===== src/rtl/rocket_collision_ctl.sv =====
// Rocket collision/landing detector: scans each frame's pixel stream against the
// rocket bounding box and publishes frame-stable collision and landed flags.
module rocket_collision_ctl #(
    parameter int unsigned ROCKET_HIGH  = 64,
    parameter int unsigned ROCKET_WIDTH = 48,
    parameter int unsigned EDGE         = 4,
    parameter int unsigned PAD_MIN_HITS = 16
) (
    input  logic        clk,
    input  logic        rst_n,
    input  logic [10:0] hcount,
    input  logic [10:0] vcount,
    input  logic        vblnk,
    input  logic        terrain,
    input  logic        pad,
    input  logic        started,
    input  logic [11:0] x_pos,
    input  logic [11:0] y_pos,
    output logic        colission_up,
    output logic        colission_down,
    output logic        colission_left,
    output logic        colission_right,
    output logic        landed
);

    localparam int unsigned PW = 12;
    localparam int unsigned SW = 13;
    localparam int unsigned CW = 6;
    localparam int unsigned ZW = 4;

    typedef enum logic [1:0] {
        SCAN   = 2'd0,
        COMMIT = 2'd1,
        HOLD   = 2'd2
    } state_t;

    state_t          state_q, state_d;
    logic            vblnk_q;
    logic [PW-1:0]   xs_q, ys_q;
    logic [PW-1:0]   xs_eff_c, ys_eff_c;
    logic            fall_c;

    logic [SW-1:0]   h_c, v_c, x_lo_c, x_hi_c, y_lo_c, y_hi_c;
    logic            in_box_c;
    logic [ZW-1:0]   zone_c;

    logic [ZW-1:0]   s1_zone_q;
    logic            s1_terr_q, s1_pad_q, s1_started_q, vblnk_d_q;

    logic [ZW-1:0]   stk_q, stk_d;
    logic [CW-1:0]   pad_ctr_q, pad_ctr_d;
    logic            bad_q, bad_d;
    logic [ZW-1:0]   col_q, col_d;
    logic            landed_q, landed_d;
    logic            hit_c;

    // Snapshot is taken on the vblnk fall; the falling-edge pixel already sees the new position.
    assign fall_c   = vblnk_q & ~vblnk;
    assign xs_eff_c = fall_c ? x_pos : xs_q;
    assign ys_eff_c = fall_c ? y_pos : ys_q;

    // Box and edge-zone decode in 13-bit space so boxes near the screen edge clip instead of wrapping.
    always_comb begin
        h_c      = SW'(hcount);
        v_c      = SW'(vcount);
        x_lo_c   = SW'(xs_eff_c);
        y_lo_c   = SW'(ys_eff_c);
        x_hi_c   = x_lo_c + SW'(ROCKET_WIDTH);
        y_hi_c   = y_lo_c + SW'(ROCKET_HIGH);
        in_box_c = (h_c >= x_lo_c) && (h_c < x_hi_c) && (v_c >= y_lo_c) && (v_c < y_hi_c);
        zone_c   = '0;
        if (in_box_c) begin
            zone_c[3] = v_c <  (y_lo_c + SW'(EDGE));
            zone_c[2] = v_c >= (y_hi_c - SW'(EDGE));
            zone_c[1] = h_c <  (x_lo_c + SW'(EDGE));
            zone_c[0] = h_c >= (x_hi_c - SW'(EDGE));
        end
    end

    // Snapshot register and stage-1 pixel pipeline.
    always_ff @(posedge clk or negedge rst_n) begin
        if (!rst_n) begin
            vblnk_q      <= 1'b0;
            xs_q         <= '0;
            ys_q         <= '0;
            s1_zone_q    <= '0;
            s1_terr_q    <= 1'b0;
            s1_pad_q     <= 1'b0;
            s1_started_q <= 1'b0;
            vblnk_d_q    <= 1'b0;
        end else begin
            vblnk_q      <= vblnk;
            xs_q         <= xs_eff_c;
            ys_q         <= ys_eff_c;
            s1_zone_q    <= zone_c;
            s1_terr_q    <= terrain;
            s1_pad_q     <= pad;
            s1_started_q <= started;
            vblnk_d_q    <= vblnk;
        end
    end

    // FSM state, accumulators and output registers.
    always_ff @(posedge clk or negedge rst_n) begin
        if (!rst_n) begin
            state_q   <= SCAN;
            stk_q     <= '0;
            pad_ctr_q <= '0;
            bad_q     <= 1'b0;
            col_q     <= '0;
            landed_q  <= 1'b0;
        end else begin
            state_q   <= state_d;
            stk_q     <= stk_d;
            pad_ctr_q <= pad_ctr_d;
            bad_q     <= bad_d;
            col_q     <= col_d;
            landed_q  <= landed_d;
        end
    end

    assign hit_c = s1_terr_q & ~s1_pad_q;

    // Next-state: accumulate during SCAN, publish and clear in COMMIT, idle in HOLD.
    always_comb begin
        state_d   = state_q;
        stk_d     = stk_q;
        pad_ctr_d = pad_ctr_q;
        bad_d     = bad_q;
        col_d     = col_q;
        landed_d  = landed_q;
        unique case (state_q)
            SCAN: begin
                if (vblnk_d_q) begin
                    state_d = COMMIT;
                end else if (s1_started_q) begin
                    stk_d = stk_q | (s1_zone_q & {ZW{hit_c}});
                    if (s1_zone_q[2] && hit_c) begin
                        bad_d = 1'b1;
                    end
                    if (s1_zone_q[2] && s1_pad_q && (pad_ctr_q != '1)) begin
                        pad_ctr_d = pad_ctr_q + CW'(1);
                    end
                end
            end
            COMMIT: begin
                landed_d  = landed_q | (started && (pad_ctr_q >= CW'(PAD_MIN_HITS)) && !bad_q);
                col_d     = (started && !landed_d) ? stk_q : '0;
                stk_d     = '0;
                pad_ctr_d = '0;
                bad_d     = 1'b0;
                state_d   = HOLD;
            end
            HOLD: begin
                if (!vblnk) begin
                    state_d = SCAN;
                end
            end
            default: begin
                state_d = SCAN;
            end
        endcase
    end

    assign colission_up    = col_q[3];
    assign colission_down  = col_q[2];
    assign colission_left  = col_q[1];
    assign colission_right = col_q[0];
    assign landed          = landed_q;

endmodule


===== config.mk =====
export PLATFORM = sky130hd
export DESIGN_NAME = rocket_collision_ctl
export DESIGN_NICKNAME = d
export VERILOG_FILES = /design/src/rtl/rocket_collision_ctl.sv
export SDC_FILE = /design/constraint.sdc
export NUM_CORES = 1
export LEC_CHECK = 0
export ABC_CLOCK_PERIOD_IN_PS = 3650
export BUFFER_PORTS_ARGS = -buffer_cell sky130_fd_sc_hd__buf_4
export CAP_MARGIN = 20
export CORE_MARGIN = 3
export CORE_UTILIZATION = 54
export DETAILED_ROUTE_END_ITERATION = 7
export PLACE_DENSITY = 0.88
export SYNTH_ARGS = -nofsm -noshare
export SYNTH_HDL_FRONTEND = slang
export SYNTH_SLANG_ARGS = --single-unit

===== constraint.sdc =====
create_clock -name clk -period 3.65 [get_ports clk]
set_input_delay 0.1825 -clock clk [delete_from_list [all_inputs] [get_ports clk]]
set_output_delay 0.1825 -clock clk [all_outputs]
set_load 0.05 [all_outputs]

==> impl_metrics.yaml <==
outcome:
  status: "complete, no violations"
synthesis:
  synth.largest_area_cell: "dfrtp_1"
  synth_nets: 617
  syn_area_mm2: 0.00463
  synth_cells: 491
  yosys.area.top_type_share_pct: 27.0
  synthArstFlopShare_pct: 100
  synth.most_common_cell: "ha_1"
  ys.warnings.count: 0
  ys_types: 65
  synthTopCellsByArea: "dfrtp_1 27%, ha_1 20%, xnor2_1 5.5%, mux2i_1 4.3%, a21oi_1 3.0%"
  synth_edf_count: 0
  ys_ff_latch: 50
  synth_area_per_cell_um2: 9.43
  seq_area_frac_synth_pct: 27.0
  synth_top_cells_by_count: "74 x ha_1, 50 x dfrtp_1, 36 x nor2_1, 32 x nand2_1"
  synth_flop_cell: "dfrtp_1"
power_and_ir_drop:
  power_density_mw_per_mm2: 399
  leakagePower_nw: 2.67
  max-vdd-ir-drop_v: 0.000316
  total_power_mw: 2.20
die:
  core_area_mm2: 0.00826
  rows: 33
  die-area_mm2: 0.00972
  start_util_pct: 56.1
  ios: 57
  dieWidth_um: 98.6
  die_height_um: 98.6
drt:
  wl_per_cell_um: 16.9
  viasPerCell: 5.98
  ant_nets: 0
  via_count: 4043
  drc_errors: 0
  finalWirelength_um: 11400
  dr.pass1.iters: 4
  first_iter_violations: 120
timing:
  period_minus_slack_ns: 3.48
  hold_viol: 0
  timing.hold.ws_ns: 0.103
  slew_headroom_pct: 37.7
  max_freq_ghz: 0.288
  drv_slew: 0
  fin_setup_tns_ns: 0
  setup_ws_ns: 0.173
  min_period_over_period_pct: 95.3
  setup_viol: 0
  worst_pin_slew_ns: 0.921
  fin_skew_ns: 0.0110
layout:
  fin_util_pct: 66.6
  fin_area_mm2: 0.00550
  diodes: 0
  multi_input_area_mm2: 0.00327
  instances_no_fill: 676
  drive_above_1_share_pct: 21.4
  syn_to_final_growth_pct: 18.8
  fill_cells: 650
  nets: 696
  seq_area_mm2: 0.00125
clock_network:
  path_clk_slew_ns: 0.11
  root_buffer: "clkbuf_8"
  clk_path_buf_depth: 2
  clk_latency_ns: 0.32
  h-tree-depth: 2
  cts_buffers: 5
  cts_tree: "yes"
  clock-sinks: 50
worst_setup_path:
  critical_path_class: "flip-flop to flip-flop"
  crit_arrival_ns: 3.70
  worstSetupStartpointType: "flip-flop"
  r2r-start: "vblnk_d_q$_DFF_PN0_"
  critPathCaptureType: "flip-flop"
  rr_worst_depth: 14
  rrSetupSlack_ns: 0.17
  r2r-end: "s1_zone_q[0]$_DFF_PN0_"
  critical_path_required_ns: 3.87
  crit_fanout: 10
global_route:
  grt_max_degree: 51
  grt_pass1_wl_um: 18800
  grt_pass1_vias: 4030
  grtUsageTotal_pct: 23.5
  antenna_found_initial: 0
  grt_overflow: 0
placed_design:
  dp_slack_ns: 0.0173
  dp.cells: 662
  globalplace.congestion: 0.890
  port_buffers: 56
  dp_hpwl_um: 9320
  place_area_mm2: 0.00529
min_path:
  holdPathStages: 3
  holdCritPathClass: "input pin to flip-flop"
  holdPathEnd: "xs_q[1]$_DFF_PN0_"
  hp-start: "x_pos[1]"
job:
  drv_cap: 0
sequential cells by signal (all words and copies together), names as in the netlist, 2 cells and up:
signal     cells
xs_q          12
state_q        2
col_q          4
ys_q          12
stk_q          4
s1_zone_q      4
pad_ctr_q      6
cell usage in the layout (no fill, tap or decap), types with 4 or more instances in the layout:
master | Yosys | layout
a21oi_1 | 28 | 28
mux2_2 | 6 | 6
o211ai_1 | 6 | 6
dfrtp_1 | 50 | 50
a21o_1 | 6 | 6
nor4_1 | 5 | 4
mux2_4 | 5 | 5
clkbuf_8 | 0 | 5
mux2i_1 | 20 | 16
nor2b_1 | 8 | 8
nand4_1 | 4 | 4
nor2_1 | 36 | 36
o21a_1 | 7 | 7
xnor2_1 | 29 | 27
dlygate4sd3_1 | 0 | 4
ha_1 | 74 | 73
nor3_1 | 10 | 10
a211oi_1 | 4 | 4
inv_1 | 29 | 29
a31oi_1 | 5 | 5
o21ai_0 | 26 | 25
nor3b_1 | 5 | 5
a22o_1 | 4 | 4
buf_4 | 0 | 73
mux2i_2 | 1 | 4
nand2_1 | 32 | 32
nand3_1 | 12 | 12
and3_1 | 5 | 5
xor2_1 | 8 | 8
kinds of logic (layout without fill, tap and decap cells):
kind of cell	count (synthesis)	in the layout	share of synthesized area, %
flops	50	50	27.0
compound gates	114	114	16.6
mux	36	36	9.16
simple gates	138	138	15.9
buf+inv	40	120	3.94
fa+ha+maj	76	76	20.4
xor+xnor	37	37	7.00
area by class of cell:
type | instances | area share, %
inverter | 34 | 2.39
clock inverter | 3 | 0.887
tap | 105 | 2.39
clock buffer | 5 | 1.25
sequential | 50 | 22.7
timing repair buffer | 78 | 10.9
multi-input combinational | 401 | 59.4
worst max path at each step:
stage | start | slack, ns | cells after the start | to
after floorplan | vblnk_d_q$_DFF_PN0_ | 0.03 | 17 | s1_zone_q[0]$_DFF_PN0_
after global placement | vblnk_d_q$_DFF_PN0_ | 0.12 | 13 | s1_zone_q[0]$_DFF_PN0_
after detailed placement | vblnk_d_q$_DFF_PN0_ | 0.02 | 13 | s1_zone_q[0]$_DFF_PN0_
after CTS | vblnk_d_q$_DFF_PN0_ | 0.003 | 13 | s1_zone_q[0]$_DFF_PN0_
after global routing | vblnk_d_q$_DFF_PN0_ | -0.05 | 14 | s1_zone_q[2]$_DFF_PN0_
final | vblnk_d_q$_DFF_PN0_ | 0.17 | 14 | s1_zone_q[0]$_DFF_PN0_
report_power, final:
group | internal (mW) | switching, mW
Sequential | 0.623 | 0.0545
Clock | 0.209 | 0.212
Combinational | 0.485 | 0.611
Total | 1.32 | 0.878
worst max-delay path, cell delays in order (launching register included):
cell	delay, ns
dfrtp_1	0.42
nand2b_4	0.17
buf_4	0.23
buf_4	0.22
mux2_1	0.41
nor3_1	0.30
nor2_1	0.11
nor3_1	0.24
xnor2_1	0.10
ha_1	0.31
nand4_1	0.08
a21oi_1	0.20
o22a_1	0.20
a21oi_1	0.10
nor4_2	0.28
what timing repair did:
item,in CTS,in global routing
setup buffers,0,2
gates resized for setup,1,9
endpoints found under the hold margin,53,0
pin swaps,0,2
hold buffers,4,0
setup endpoints to repair,2,4
per-layer routing:
metal / vias to the layer above / global-route usage [%] / wire, um
li1: 1966 / - / -
met1: 1948 / 31.3 / 5210
met2: 111 / 40.7 / 5640
met3: 18 / 3.04 / 436
met4: 0 / 5.78 / 158
met5: - / 0 / 0
Note: power is estimated with default switching activity, not from simulation.
